File: src/rtl/gmii_tx_arbiter_if.sv
// Shared GMII transmit arbitration bundle: per-source request/data/strobe in, grant and muxed byte stream out.
// Latency: none, this is only a signal container.
// Backpressure: none; sources are paced by the one-hot grant.
// Ports: req[NREQ], d_in[8*NREQ], strobe_in[NREQ] from sources; grant[NREQ], d_out[8], strobe_out, busy from arbiter.
// Modports: master = arbiter side, slave = packet-source side.
interface gmii_tx_arbiter_if #(
  parameter int NREQ = 2
);
  logic [NREQ-1:0]   req;
  logic [8*NREQ-1:0] d_in;
  logic [NREQ-1:0]   strobe_in;
  logic [NREQ-1:0]   grant;
  logic [7:0]        d_out;
  logic              strobe_out;
  logic              busy;

  modport master (
    input  req, d_in, strobe_in,
    output grant, d_out, strobe_out, busy
  );

  modport slave (
    output req, d_in, strobe_in,
    input  grant, d_out, strobe_out, busy
  );
endinterface

File: src/rtl/gmii_tx_arbiter.sv
// Round-robin arbiter sharing one GMII TX byte stream between NREQ packet sources, with forced inter-packet gap.
// Latency: request to grant 1 cycle; granted byte to d_out/strobe_out exactly 1 cycle (registered).
// Backpressure: none on the byte path; sources wait for their one-hot grant, losers simply hold req.
// Ports: clk, rst_n (async active-low); bus (gmii_tx_arbiter_if.master): req/d_in/strobe_in in, grant/d_out/strobe_out/busy out.
// Optional macro GMII_ARB_TIMEOUT_EN: adds the WAIT-state timeout that revokes a grant never followed by strobe.
module gmii_tx_arbiter #(
  parameter int NREQ    = 2,
  parameter int IFG     = 12,
  parameter int TIMEOUT = 64
) (
  input  logic              clk,
  input  logic              rst_n,
  gmii_tx_arbiter_if.master bus
);

  localparam int             PW     = $clog2(NREQ);
  localparam int             GW     = $clog2(IFG + 1);
  localparam logic [PW:0]    NREQ_W = (PW + 1)'(NREQ);

  // Elaboration-time guard on the legal parameter ranges.
  if (NREQ < 2 || NREQ > 4 || IFG < 1 || IFG > 255 || TIMEOUT < 2 || TIMEOUT > 1023) begin : g_param_chk
    $error("gmii_tx_arbiter: parameter out of legal range");
  end

  typedef enum logic [1:0] {S_IDLE, S_WAIT, S_XFER, S_GAP} state_e;

  state_e          state_q;
  logic [PW-1:0]   ptr_q;
  logic [NREQ-1:0] grant_q;
  logic [7:0]      d_out_q;
  logic            strobe_out_q;
  logic            busy_q;
  logic [GW-1:0]   gap_q;

  // Round-robin pick: rotate req so ptr_q lands at bit 0, take the lowest set bit,
  // then rotate the offset back into an absolute source index.
  logic [2*NREQ-1:0] req_dbl;
  logic [NREQ-1:0]   req_rot;
  logic              pick_vld;
  logic [PW-1:0]     pick_off;
  logic [PW:0]       win_sum;
  logic [PW-1:0]     win_idx;
  logic [PW:0]       nxt_sum;
  logic [PW-1:0]     ptr_d;
  logic [NREQ-1:0]   grant_d;

  assign req_dbl  = {bus.req, bus.req};
  assign req_rot  = req_dbl[ptr_q +: NREQ];
  assign pick_vld = |req_rot;

  always_comb begin
    pick_off = '0;
    for (int k = NREQ - 1; k >= 0; k--) begin
      if (req_rot[k]) pick_off = PW'(k);
    end
  end

  assign win_sum = {1'b0, ptr_q} + {1'b0, pick_off};
  assign win_idx = (win_sum >= NREQ_W) ? PW'(win_sum - NREQ_W) : win_sum[PW-1:0];
  assign nxt_sum = {1'b0, win_idx} + (PW + 1)'(1);
  assign ptr_d   = (nxt_sum == NREQ_W) ? '0 : nxt_sum[PW-1:0];
  assign grant_d = NREQ'(1) << win_idx;

  // Only the granted source can influence the output; everything else is masked.
  logic       g_stb;
  logic       g_req;
  logic [7:0] g_dat;

  assign g_stb = |(bus.strobe_in & grant_q);
  assign g_req = |(bus.req & grant_q);

  always_comb begin
    g_dat = '0;
    for (int i = 0; i < NREQ; i++) begin
      if (grant_q[i]) g_dat = g_dat | bus.d_in[8*i +: 8];
    end
  end

  // Saturating gap down-counter; arbitration happens in the cycle it reaches zero.
  logic [GW-1:0] gap_d;
  assign gap_d = (gap_q == '0) ? '0 : gap_q - GW'(1);

  logic tmo_hit;
`ifdef GMII_ARB_TIMEOUT_EN
  localparam int TW = $clog2(TIMEOUT + 1);
  logic [TW-1:0] tmo_q;
  logic [TW-1:0] tmo_d;
  assign tmo_d   = (tmo_q == '0) ? '0 : tmo_q - TW'(1);
  assign tmo_hit = (tmo_d == '0);
`else
  assign tmo_hit = 1'b0;
`endif

  always_ff @(posedge clk or negedge rst_n) begin
    if (!rst_n) begin
      state_q      <= S_IDLE;
      ptr_q        <= '0;
      grant_q      <= '0;
      d_out_q      <= '0;
      strobe_out_q <= 1'b0;
      busy_q       <= 1'b0;
      gap_q        <= '0;
`ifdef GMII_ARB_TIMEOUT_EN
      tmo_q        <= '0;
`endif
    end else begin
      case (state_q)
        S_IDLE: begin
          if (pick_vld) begin
            grant_q <= grant_d;
            ptr_q   <= ptr_d;
            busy_q  <= 1'b1;
            state_q <= S_WAIT;
`ifdef GMII_ARB_TIMEOUT_EN
            tmo_q   <= TW'(TIMEOUT);
`endif
          end
        end
        S_WAIT: begin
`ifdef GMII_ARB_TIMEOUT_EN
          tmo_q <= tmo_d;
`endif
          // A strobe wins over a simultaneous req drop: the packet has started.
          if (g_stb) begin
            d_out_q      <= g_dat;
            strobe_out_q <= 1'b1;
            state_q      <= S_XFER;
          end else if (!g_req || tmo_hit) begin
            grant_q <= '0;
            busy_q  <= 1'b0;
            state_q <= S_IDLE;
          end
        end
        S_XFER: begin
          if (g_stb) begin
            d_out_q <= g_dat;
          end else begin
            d_out_q      <= '0;
            strobe_out_q <= 1'b0;
            grant_q      <= '0;
            gap_q        <= GW'(IFG);
            state_q      <= S_GAP;
          end
        end
        S_GAP: begin
          gap_q <= gap_d;
          if (gap_d == '0) begin
            if (pick_vld) begin
              grant_q <= grant_d;
              ptr_q   <= ptr_d;
              state_q <= S_WAIT;
`ifdef GMII_ARB_TIMEOUT_EN
              tmo_q   <= TW'(TIMEOUT);
`endif
            end else begin
              busy_q  <= 1'b0;
              state_q <= S_IDLE;
            end
          end
        end
        default: begin
          state_q <= S_IDLE;
        end
      endcase
    end
  end

  assign bus.grant      = grant_q;
  assign bus.d_out      = d_out_q;
  assign bus.strobe_out = strobe_out_q;
  assign bus.busy       = busy_q;

endmodule

File: src/flat_wrapper.sv
// flat-port wrapper written by rule: the top's interface ports become plain ports
module gmii_tx_arbiter_flat 
#(
  parameter int NREQ    = 2,
  parameter int IFG     = 12,
  parameter int TIMEOUT = 64
)
  (clk, rst_n, bus_req, bus_d_in, bus_strobe_in, bus_grant, bus_d_out, bus_strobe_out, bus_busy);
  gmii_tx_arbiter_if #(.NREQ(NREQ)) bus_i ();
  input  logic clk;
  input  logic rst_n;
  input wire logic [$bits(bus_i.req)-1:0] bus_req;
  input wire logic [$bits(bus_i.d_in)-1:0] bus_d_in;
  input wire logic [$bits(bus_i.strobe_in)-1:0] bus_strobe_in;
  output wire logic [$bits(bus_i.grant)-1:0] bus_grant;
  output wire logic [$bits(bus_i.d_out)-1:0] bus_d_out;
  output wire logic [$bits(bus_i.strobe_out)-1:0] bus_strobe_out;
  output wire logic [$bits(bus_i.busy)-1:0] bus_busy;
  assign bus_i.req = bus_req;
  assign bus_i.d_in = bus_d_in;
  assign bus_i.strobe_in = bus_strobe_in;
  assign bus_grant = bus_i.grant;
  assign bus_d_out = bus_i.d_out;
  assign bus_strobe_out = bus_i.strobe_out;
  assign bus_busy = bus_i.busy;
  gmii_tx_arbiter #(.NREQ(NREQ), .IFG(IFG), .TIMEOUT(TIMEOUT)) u_core (.clk(clk), .rst_n(rst_n), .bus(bus_i));
endmodule
File: config.mk
export PLATFORM = sky130hd
export DESIGN_NAME = gmii_tx_arbiter_flat
export DESIGN_NICKNAME = d
export VERILOG_FILES = /design/src/rtl/gmii_tx_arbiter_if.sv /design/src/rtl/gmii_tx_arbiter.sv /design/src/flat_wrapper.sv
export SDC_FILE = /design/constraint.sdc
export NUM_CORES = 1
export LEC_CHECK = 0
export CORE_UTILIZATION = 47
export CTS_CLUSTER_DIAMETER = 60
export CTS_CLUSTER_SIZE = 8
export DETAILED_ROUTE_END_ITERATION = 8
export PLACE_DENSITY = 0.84
export SKIP_CTS_REPAIR_TIMING = 1
export SYNTH_ARGS = -nofsm -noshare
export SYNTH_HDL_FRONTEND = slang
export SYNTH_SLANG_ARGS = --single-unit
File: constraint.sdc
create_clock -name clk -period 2 [get_ports clk]
set_input_delay 0.4 -clock clk [delete_from_list [all_inputs] [get_ports clk]]
set_output_delay 0.4 -clock clk [all_outputs]
set_load 0.02 [all_outputs]
## Word-level counts from Yosys, hierarchy flattened

Index checks and enable logic that the tools add are counted.

| storage, ports and cells | value |
|---|---|
| register bits after elaboration | 19 |
| bits of input ports | 22 |
| output and inout port bits | 12 |
| logic and storage cells | 82 |

| operators by class | value |
|---|---|
| $add $sub $neg | 4 |
| order comparisons | 1 |
| equal/unequal tests | 12 |
| shift operators | 2 |
| multiplexer cells | 36 |
| bitwise operators | 3 |
| reduce and logical (&&, ||, !) cells | 17 |

Operator list:

| cell | number |
|---|---|
| 8-bit 2-to-1 mux | 4 |
| 2-bit 2-to-1 mux | 9 |
| 2-bit one-hot mux with 4 select lines | 2 |
| 8-bit one-hot mux with 2 select lines | 1 |
| 1-bit 2-to-1 mux | 14 |
| 4-bit zero test | 2 |
| 4-bit 2-to-1 mux | 2 |
| 2-bit inequality test (second input constant) | 4 |
| 8-bit bitwise OR | 1 |
| 4-bit one-hot mux with 2 select lines | 1 |
| 4-bit AND reduction | 2 |
| 2-bit equality test (second input constant) | 3 |
| 2-bit by 1-bit inequality test with 1-bit output (second input constant) | 3 |
| 2-bit AND reduction | 3 |
| 6-bit AND reduction | 1 |
| 2-bit nonzero test | 3 |
| 2-bit OR reduction | 3 |
| 2-bit bitwise AND | 2 |
| 1-bit one-hot mux with 2 select lines | 2 |
| 4-bit by 2-bit variable part select with 2-bit output | 1 |
| 4-bit by 1-bit subtractor with 4-bit output (second input constant) | 1 |
| 3-bit by 2-bit inequality test with 1-bit output (second input constant) | 1 |
| 1-bit one-hot mux with 3 select lines | 1 |
| 3-bit AND reduction | 1 |
| 8 further kinds | 8 |

## Depth between registers and ports, before layout

Gate-level depths: netlist (run 1).

| depth | value |
|---|---|
| depth after elaboration | 12 |
| gate-level depth with buffers | 7 |
| mapped depth without buffers | 6 |

## Worst setup path before layout (run 1)

No wires, ideal clock.

| path | value |
|---|---|
| path type | register -> register |
| start | reg u_core.state_q[0] |
| end | reg u_core.grant_q[0] (netlist: u_core.bus.grant[0]) |
| library setup time | 0.127 ns |
| arrival time | 1.627 ns |
| data required time | 1.873 ns |
| path slack | 0.245 ns |
| stages on the path, launching flop included | 8 |
| path buffers | 1 |
| period minus slack after synthesis | 1.755 ns |
| path through | dfrtp_1 > inv_1 > ha_1 > clkbuf_1 > nor2_2 > o32a_1 > nand3_2 > mux2_1 |

| on the way | value |
|---|---|
| longest elaborated chain between the ends | 3 |
| elaborated cells between the ends (all ways) | 10 |
| those cells by class | eq/ne: 7; mux: 1; reduce/logical: 2 |

RTL lines:

| item | line | text |
|---|---|---|
| start: declaration | gmii_tx_arbiter.sv:27 | `state_e state_q;` |
| start signal: assignment | gmii_tx_arbiter.sv:96 | `state_q <= S_IDLE;` |
| start signal: assignment | gmii_tx_arbiter.sv:113 | `state_q <= S_WAIT;` |
| start signal: assignment | gmii_tx_arbiter.sv:127 | `state_q <= S_XFER;` |
| 2-bit equality test / 2-bit by 1-bit equality test with 1-bit output (equally long branches) | gmii_tx_arbiter.sv:107 | `case (state_q)` |
| 2-bit by 1-bit inequality test with 1-bit output (no line) / 2-bit inequality test (equally long branches) | - |  |
| 4-bit AND reduction (no line) | - |  |
| end signal: assignment | gmii_tx_arbiter.sv:110 | `grant_q <= grant_d;` |
| end signal: assignment | gmii_tx_arbiter.sv:149 | `grant_q <= grant_d;` |
| end: declaration | gmii_tx_arbiter.sv:29 | `logic [NREQ-1:0] grant_q;` |

Parallel ways exist; a longest one is shown, timed or not.
A chain may end at the register's enable or synchronous reset.

## Worst setup path in the final report (run 1)

| path | value |
|---|---|
| start | reg u_core.gap_q[0] |
| end | reg u_core.state_q[0] |

| on the way | value |
|---|---|
| longest elaborated chain between the ends | 5 |
| elaborated cells between the ends (all ways) | 6 |
| those cells by class | add/sub: 1; eq/ne: 1; mux: 1; reduce/logical: 3 |

RTL lines:

| item | line | text |
|---|---|---|
| start: declaration | gmii_tx_arbiter.sv:33 | `logic [GW-1:0] gap_q;` |
| start signal: assignment | gmii_tx_arbiter.sv:141 | `gap_q <= GW'(IFG);` |
| start signal: assignment | gmii_tx_arbiter.sv:146 | `gap_q <= gap_d;` |
| 4-bit by 1-bit subtractor with 4-bit output / 4-bit zero test (equally long branches) | gmii_tx_arbiter.sv:81 | `assign gap_d = (gap_q == '0) ? '0 : gap_q - GW'(1);` |
| 4-bit 2-to-1 mux (*) | gmii_tx_arbiter.sv:81 |  |
| 4-bit zero test (*) | gmii_tx_arbiter.sv:147 | `if (gap_d == '0) begin` |
| 2-bit by 1-bit inequality test with 1-bit output (no line) (*) | - |  |
| 4-bit AND reduction (no line) (*) | - |  |
| end signal: assignment | gmii_tx_arbiter.sv:96 |  |
| end signal: assignment | gmii_tx_arbiter.sv:151 | `state_q <= S_WAIT;` |
| end signal: assignment | gmii_tx_arbiter.sv:157 | `state_q <= S_IDLE;` |

Every way passes the cells marked *; elsewhere a longest branch is shown, timed or not.

==> flow_summary.toml, run 1 <==
[outcome]
status = "completed"

[yosys]
netlist_area_mm2 = 0.001220
syn_avg_cell_area_um2 = 9.172
syn-instance-count = 133
synth_cell_types = 38
ys_seq_area_share_pct = 38.97
ys_ff_latch = 19
synth-warning-count = 0
synth_fp_nets = 161

[sta]
timing.final.crit_share_pct = 94.01
layout_min_cycle_time_ns = 1.880
fin_skew_ns = 0.001734
setup-violations-final = 0
worst_slew_pin_slew_ns = 0.4118
drv_slew = 0
max_freq_mhz = 531.8
hold_viol = 0
relSlewSlack_pct = 72.48
rsz0062_at_grt = "false"

[power_and_ir_drop]
powerDensity_mw_per_mm2 = 1425
p_leak_nw = 0.6728
worst_ir_drop_vdd_uv = 1095

[global_route]
antenna_found_initial = 0
met2_usage_pct = 40.93
grt_max_degree = 20
grt.total_usage_pct = 23.08
gr-max-usage-layer = "met2"
globalRoute.totalOverflow = 0
grt_use_met3_pct = 3.736
grtUsageMet1_pct = 26.48
grt_pass1_vias = 1093
grt_pass1_wl_um = 4692

[clock_network]
clk_latency_ns = 0.29
cts_inserted_buffers = 3
clk_pin_slew_worst_paths_ns = 0.11
cts-root-buf = "clkbuf_4"
cts_num_sinks = 19
clockBufferDepth = 2
cts_tree = "built"
htreeDepth = 1

[drt]
dr_total_vias = 1179
wl_per_cell_um = 14.76
final_antenna_net_count = 0
viasPerCell = 5.955
first_pass_iters = 6
routed_wl_um = 2923
drtIter0Drc = 26
post-route-drc-count = 0

[placed_design]
port_buffers = 33
hpwl_um = 2191
dp_cells = 194
routabilityCongestion = 0.8596

[floorplan]
design.core.area_mm2 = 0.002455
die_h_um = 52.95
ioPinCount = 34
fp.dieArea_mm2 = 0.002803
start_util_pct = 49.69
die_x_um = 52.95
num_rows = 18

[final_layout]
fin_util_pct = 66.21
area_growth_pct = 33.23
fin_cells = 198
final_common_cell = "clkdlybuf4s50_1"
final_cell_mix = "clkdlybuf4s50_1, a22oi_1, dfrtp_1"
drive_above_1_share_pct = 10.71
nets = 197
diodes = 0

[critical_path]
crit_type = "reg2reg"
path_max_fanout = 6
critPathArrivalTime_ns = 2.06
r2r_cells = 6
end_kind = "register"
cp-start-kind = "register"
rrSetupSlack_ns = 0.12
worstPathRequired_ns = 2.18

[worst_hold_path]
hold_class = "in2async"

[run]
drv_cap = 0
==> sequential cells by signal, indices dropped and copies added (netlist names), named ones only <==
name and cells:
u_core.state_q 1, u_core.bus.grant 2, u_core.bus.busy 1, u_core.ptr_q 1, u_core.gap_q 4, u_core.bus.strobe_out 1, u_core.bus.d_out 8
==> where the power goes <==
group          switching, mW  internal (mW)
Clock                  0.114         0.0774
Combinational          0.712          0.669
Sequential             0.179          0.565
==> kinds of logic (layout without fill, tap and decap cells) <==
| family | after synthesis | count (layout) | synth area share, % |
|---|---|---|---|
| adder cells (fa/ha/maj) | 7 | 7 | 6.974 |
| AO/OA/AOI/OAI | 51 | 51 | 28.31 |
| buffers and inverters | 16 | 51 | 5.333 |
| AND/OR/NAND/NOR | 36 | 36 | 16.92 |
| multiplexers | 4 | 4 | 3.487 |
| flip-flops | 19 | 19 | 38.97 |
==> metrics by stage <==
stage / cell area (µm²) / total power, mW / setup slack [ns] / TNS, ns / hold slack, ns
floorplan: 1220 / 1.612 / 0.2453 / 0 / 0.1044
CTS: 1624 / 2.330 / -0.005700 / -0.005700 / 0.4406
global route: 1625 / 2.509 / 0.01583 / 0 / 0.4456
finish: 1625 / 2.316 / 0.1197 / 0 / 0.4442
global placement: 1598 / 2.058 / 0.1299 / 0 / 0.4667
detailed placement: 1598 / 2.131 / 0.05048 / 0 / 0.4781
==> per-layer routing <==
layer	vias up	routed length [µm]
li1	568	-
met1	563	1270
met2	42	1434
met3	6	156
met4	0	61
met5	-	0
==> final timing paths <==
| check | start | to |
|---|---|---|
| setup / recovery | u_core.gap_q[0] | u_core.state_q[0] |
| hold / removal | rst_n | u_core.bus.d_out[1] |
| setup reg to reg | u_core.gap_q[0] | u_core.state_q[0] |
| hold reg to reg | u_core.bus.busy | u_core.bus.busy |
| max in group asynchronous | rst_n | u_core.bus.grant[0] |
| min in group clk | u_core.bus.busy | u_core.bus.busy |
==> Yosys cell counts, drive strengths merged <==
cell / instances / share of area, %
a31oi: 1 / 0.51
mux2: 2 / 1.8
a21o: 1 / 0.62
nand2: 9 / 2.8
or2: 2 / 1.0
nor2b: 1 / 0.51
mux2i: 2 / 1.6
a41oi: 1 / 0.72
a31o: 1 / 0.72
o21a: 1 / 0.62
ha: 6 / 6.2
buf: 5 / 1.9
o32a: 1 / 0.82
a22oi: 18 / 11
dfrtp: 19 / 39
a21oi: 10 / 4.1
nor2: 11 / 3.6
nand4: 3 / 2.8
nor3b: 1 / 0.62
a41o: 2 / 1.7
a22o: 2 / 1.4
nand4b: 1 / 0.72
a32oi: 1 / 0.72
clkbuf: 3 / 0.92
o31a: 1 / 0.72
nor3: 1 / 0.41
nor4: 2 / 1.0
or3b: 1 / 0.92
o21ai: 11 / 4.5
maj3: 1 / 0.82
inv: 8 / 2.5
nand4bb: 1 / 0.92
nand3: 3 / 1.6
==> worst max-delay path, cell delays in order, from the launching register on <==
cell and delay, ns:
dfrtp_1 0.45, inv_1 0.11, ha_1 0.23, or3b_4 0.42, nand4_4 0.14, nand4_1 0.16
o31a_1 0.27
==> area by class of cell <==
cell class                      instances  area (µm²)
Clock buffer                            4       26.28
Fill cell                             201       829.5
Inverter                                8       30.03
Multi-Input combinational cell         98       679.4
Sequential cell                        19       476.7
Tap cell                               30       37.54
Timing Repair Buffer                   39       375.4
No activity file was read; power rests on OpenSTA's default activity.
==> run 2: changes to the inputs <==
--- a/config.mk
+++ b/config.mk
@@ -5,6 +5,7 @@
 export SDC_FILE = /design/constraint.sdc
 export NUM_CORES = 1
 export LEC_CHECK = 0
+export CORE_MARGIN = 3
 export CORE_UTILIZATION = 47
 export CTS_CLUSTER_DIAMETER = 60
 export CTS_CLUSTER_SIZE = 8
==> run 2 against run 1 <==
Against the previous run:
- core utilization is 3.6 points higher
- fmax down 0.96%
- clock power about the same
- critical endpoint unchanged
- highest routed layer unchanged
==> flow_summary.toml, run 2 (synthesis gave the netlist of run 1 again) <==
[outcome]
status = "completed"

[critical_path]
cp_num_buf_inv = 1
critPathArrivalTime_ns = 2.10
end_kind = "register"
slowest_stage = "dfrtp_1"
path_delay_family = "simple AND/OR/NAND/NOR gates"
slowest_delay_ns = 0.46
cp-start-kind = "register"
worstPathRequired_ns = 2.20
crit_type = "reg2reg"
rrSetupSlack_ns = 0.10
cp_cell_sequence = "inv_1, ha_2, or3b_4, nand4_4, nand4_1, o31a_1"
path_max_fanout = 6

[worst_hold_path]
hold_class = "in2async"

[drt]
routed_wl_um = 3107
dr_total_vias = 1179
first_pass_iters = 4
wl_per_cell_um = 15.77
final_antenna_net_count = 0
viasPerCell = 5.985
post-route-drc-count = 0
drtIter0Drc = 61

[clock_network]
clockBufferDepth = 2
clk_pin_slew_worst_paths_ns = 0.11
cts_tree = "built"
htreeDepth = 1
cts_inserted_buffers = 3
cts-root-buf = "clkbuf_4"
clk_latency_ns = 0.30
cts_num_sinks = 19

[run]
drv_cap = 0

[sta]
final.setup.worst_slack_ns = 0.1014
setup_tns_ns = 0
timing.final.crit_share_pct = 94.93
whs_ns = 0.4166
hold_viol = 0
setup-violations-final = 0
max_freq_mhz = 526.7
worst_slew_pin_slew_ns = 0.4415
fin_skew_ns = 0.005132
relSlewSlack_pct = 69.72
layout_min_cycle_time_ns = 1.899
rsz0062_at_grt = "false"
drv_slew = 0

[power_and_ir_drop]
p_leak_nw = 0.6809
powerDensity_mw_per_mm2 = 1440
worst_ir_drop_vdd_uv = 950.8
finalPower_mw = 2.352

[global_route]
grt_pass1_wl_um = 5195
antenna_found_initial = 0
globalRoute.totalOverflow = 0
grt_max_degree = 20
grt.total_usage_pct = 19.84
grt_pass1_vias = 1143

[floorplan]
ioPinCount = 34
die_x_um = 56.95
start_util_pct = 52.14
design.core.area_mm2 = 0.002340
die_h_um = 56.95
fp.dieArea_mm2 = 0.003243
num_rows = 17

[placed_design]
place_area_mm2 = 0.001603
routabilityCongestion = 0.8845
dp_cells = 193
port_buffers = 33
hpwl_um = 2448
pre_cts_slack_ns = 0.07967

[final_layout]
fin_area_mm2 = 0.001633
fin_cells = 197
drive_above_1_share_pct = 11.83
diodes = 0
nets = 198
largest_reg_flops = 8
area_growth_pct = 33.85
final_cell_mix = "clkdlybuf4s50_1, dfrtp_1, a22oi_1"
final_common_cell = "clkdlybuf4s50_1"
fin_util_pct = 69.79
[run 2: changes by cell type in the layout (fill, tap and decap cells not counted), sizes merged]
cell,before,now
buf,6,7
clkbuf,4,3
clkinv,0,1
[run 2: worst reg2reg max path, delay by kind of cell (launching register included)]
kind	cells	cell delay, ns
compound gates	1	0.27
fa+ha+maj	1	0.23
buf+inv	1	0.11
flops	1	0.46
simple gates	3	0.72
[run 2: power breakdown]
part | switching, mW | leakage [nW] | internal, mW
Combinational | 0.730 | 0.428 | 0.681
Clock | 0.120 | 0.0177 | 0.0745
Sequential | 0.182 | 0.236 | 0.564
[run 2: cell type report]
class,instances,area (µm²)
Multi-Input combinational cell,98,681.9
Clock buffer,3,22.52
Timing Repair Buffer,40,382.9
Sequential cell,19,475.5
Inverter,8,30.03
Clock inverter,1,5.005
Fill cell,201,706.9
Tap cell,28,35.03
[run 2: worst paths after layout]
path,start,end,cells past startpoint
max,u_core.gap_q[0],u_core.state_q[0],6
min,rst_n,u_core.gap_q[2],2
min reg2reg,u_core.gap_q[1],u_core.gap_q[1],2
max in group asynchronous,rst_n,u_core.bus.grant[1],2
min in group clk,u_core.gap_q[1],u_core.gap_q[1],2
max reg2reg,u_core.gap_q[0],u_core.state_q[0],6
[run 2: layer usage]
| layer | part of all wire (%) | track usage, % | routed length, µm |
|---|---|---|---|
| met1 | 42 | 25.36 | 1300 |
| met2 | 53 | 32.79 | 1637 |
| met3 | 4.6 | 5.656 | 142 |
| met4 | 0.87 | 5.629 | 27 |
| met5 | 0 | 0 | 0 |
==> run 3: changes to the inputs <==
==> constraint.sdc (replaced) <==
create_clock -name clk -period 2 [get_ports clk]
set_input_delay 0.3 -clock clk [delete_from_list [all_inputs] [get_ports clk]]
set_output_delay 0.3 -clock clk [all_outputs]
set_load 0.02 [all_outputs]
==> run 3 against run 2 <==
Against the previous run:
- cell area decreased by 0.54%
- die area unchanged
- cell count decreased by 0.51%
- largest cell class unchanged
- hold slack got worse by 0.10 ns
- sequential power decreased by 0.8%
- clock skew decreased by 0.0039 ns
- register-to-register slack about the same
==> flow_summary.toml, run 3 (synthesis gave the netlist of run 1 again) <==
[drt]
wl_per_cell_um = 15.98
drtIter0Drc = 23
dr_wl_met2_um = 1664
dr_total_vias = 1199
dr_wl_met3_um = 102
wl_met1_um = 1305
routed.top_layer = "met4"
final_antenna_net_count = 0
first_pass_iters = 5
routed_wl_um = 3132
viasPerCell = 6.117
post-route-drc-count = 0

[critical_path]
path_delay_family = "simple AND/OR/NAND/NOR gates"
critPathArrivalTime_ns = 2.10
cp_cell_sequence = "inv_1, ha_2, or3b_4, nand4_4, nand4_1, o31a_1"
path_max_fanout = 6
cp-start-kind = "register"
crit_type = "reg2reg"
cp_num_buf_inv = 1
worstPathRequired_ns = 2.19
end_kind = "register"
slowest_stage = "dfrtp_1"
slowest_delay_ns = 0.44

[global_route]
grt_max_degree = 20
grt_pass1_vias = 1257
grt_pass1_wl_um = 5333
antenna_found_initial = 0
grt.total_usage_pct = 20.50
globalRoute.totalOverflow = 0

[final_layout]
largest_reg_flops = 8
fin_cells = 196
drive_above_1_share_pct = 10.71
final_common_cell = "clkdlybuf4s50_1"
area_growth_pct = 33.13
diodes = 0
nets = 197
final_cell_mix = "clkdlybuf4s50_1, dfrtp_1, a22oi_1"

[floorplan]
die_h_um = 56.95
num_rows = 17
ioPinCount = 34
design.core.area_mm2 = 0.002340
start_util_pct = 52.14
die_x_um = 56.95
fp.dieArea_mm2 = 0.003243

[sta]
rsz0062_at_grt = "false"
hold_viol = 0
drv_slew = 0
relSlewSlack_pct = 72.59
timing.final.crit_share_pct = 95.48
setup-violations-final = 0
fin_skew_ns = 0.001260
worst_slew_pin_slew_ns = 0.3997
max_freq_mhz = 523.7
final.setup.worst_slack_ns = 0.09033
whs_ns = 0.3148
setup_tns_ns = 0
layout_min_cycle_time_ns = 1.910

[clock_network]
clk_pin_slew_worst_paths_ns = 0.11
cts-root-buf = "clkbuf_4"
cts_num_sinks = 19
htreeDepth = 1
cts_tree = "built"
clk_latency_ns = 0.30
clockBufferDepth = 2
cts_inserted_buffers = 3

[placed_design]
hpwl_um = 2455
dp_cells = 192
pre_cts_slack_ns = 0.1102
routabilityCongestion = 0.8069
port_buffers = 33

[power_and_ir_drop]
finalPower_mw = 2.352
powerDensity_mw_per_mm2 = 1448
worst_ir_drop_vdd_uv = 892.6
p_leak_nw = 0.6737

[worst_hold_path]
hold_class = "in2async"

[outcome]
status = "completed"

[run]
drv_cap = 0
==> run 3: changes by cell type in the layout (fill, tap and decap cells not counted) <==
cell	delta
buf_4	-1
clkinv_2	-1
clkbuf_1	+1
==> run 3: layer usage <==
| metal | vias to the layer above | track usage [%] |
|---|---|---|
| met4 | 0 | 8.609 |
| li1 | 570 | - |
| met2 | 35 | 37.68 |
| met3 | 8 | 2.715 |
| met1 | 586 | 23.62 |
| met5 | - | 0 |
==> run 3: final timing paths <==
kind / start / to / slack (ns) / cells past startpoint
worst min register to register: u_core.gap_q[1] / u_core.gap_q[1] / 0.52 / 2
worst max-delay path: u_core.gap_q[0] / u_core.state_q[0] / 0.09 / 6
worst min-delay path: rst_n / u_core.gap_q[2] / 0.31 / 2
min in group clk: u_core.gap_q[1] / u_core.gap_q[1] / 0.52 / 2
worst max register to register: u_core.gap_q[0] / u_core.state_q[0] / 0.09 / 6
max in group asynchronous: rst_n / u_core.bus.d_out[6] / 1.48 / 2
==> run 3: report_power, final <==
part / internal (mW) / switching [mW]
clock network: 0.0777 / 0.120
registers: 0.564 / 0.176
logic: 0.674 / 0.741
total: 1.32 / 1.04
==> run 3: through the flow <==
| stage | utilization, % | instance area [µm²] |
|---|---|---|
| global route | 69.41 | 1624 |
| finish | 69.41 | 1624 |
| global placement | 68.18 | 1595 |
| CTS | 69.30 | 1622 |
| detailed placement | 68.18 | 1595 |
| floorplan | - | 1220 |
==> run 3: area by class of cell <==
class                   instances  area [µm²]
fillers                       186       715.7
multi-input cells              98       681.9
flip-flops and latches         19       475.5
repair buffers                 39       375.4
well taps                      28       35.03
inverters                       8       30.03
clock buffers                   4       26.28
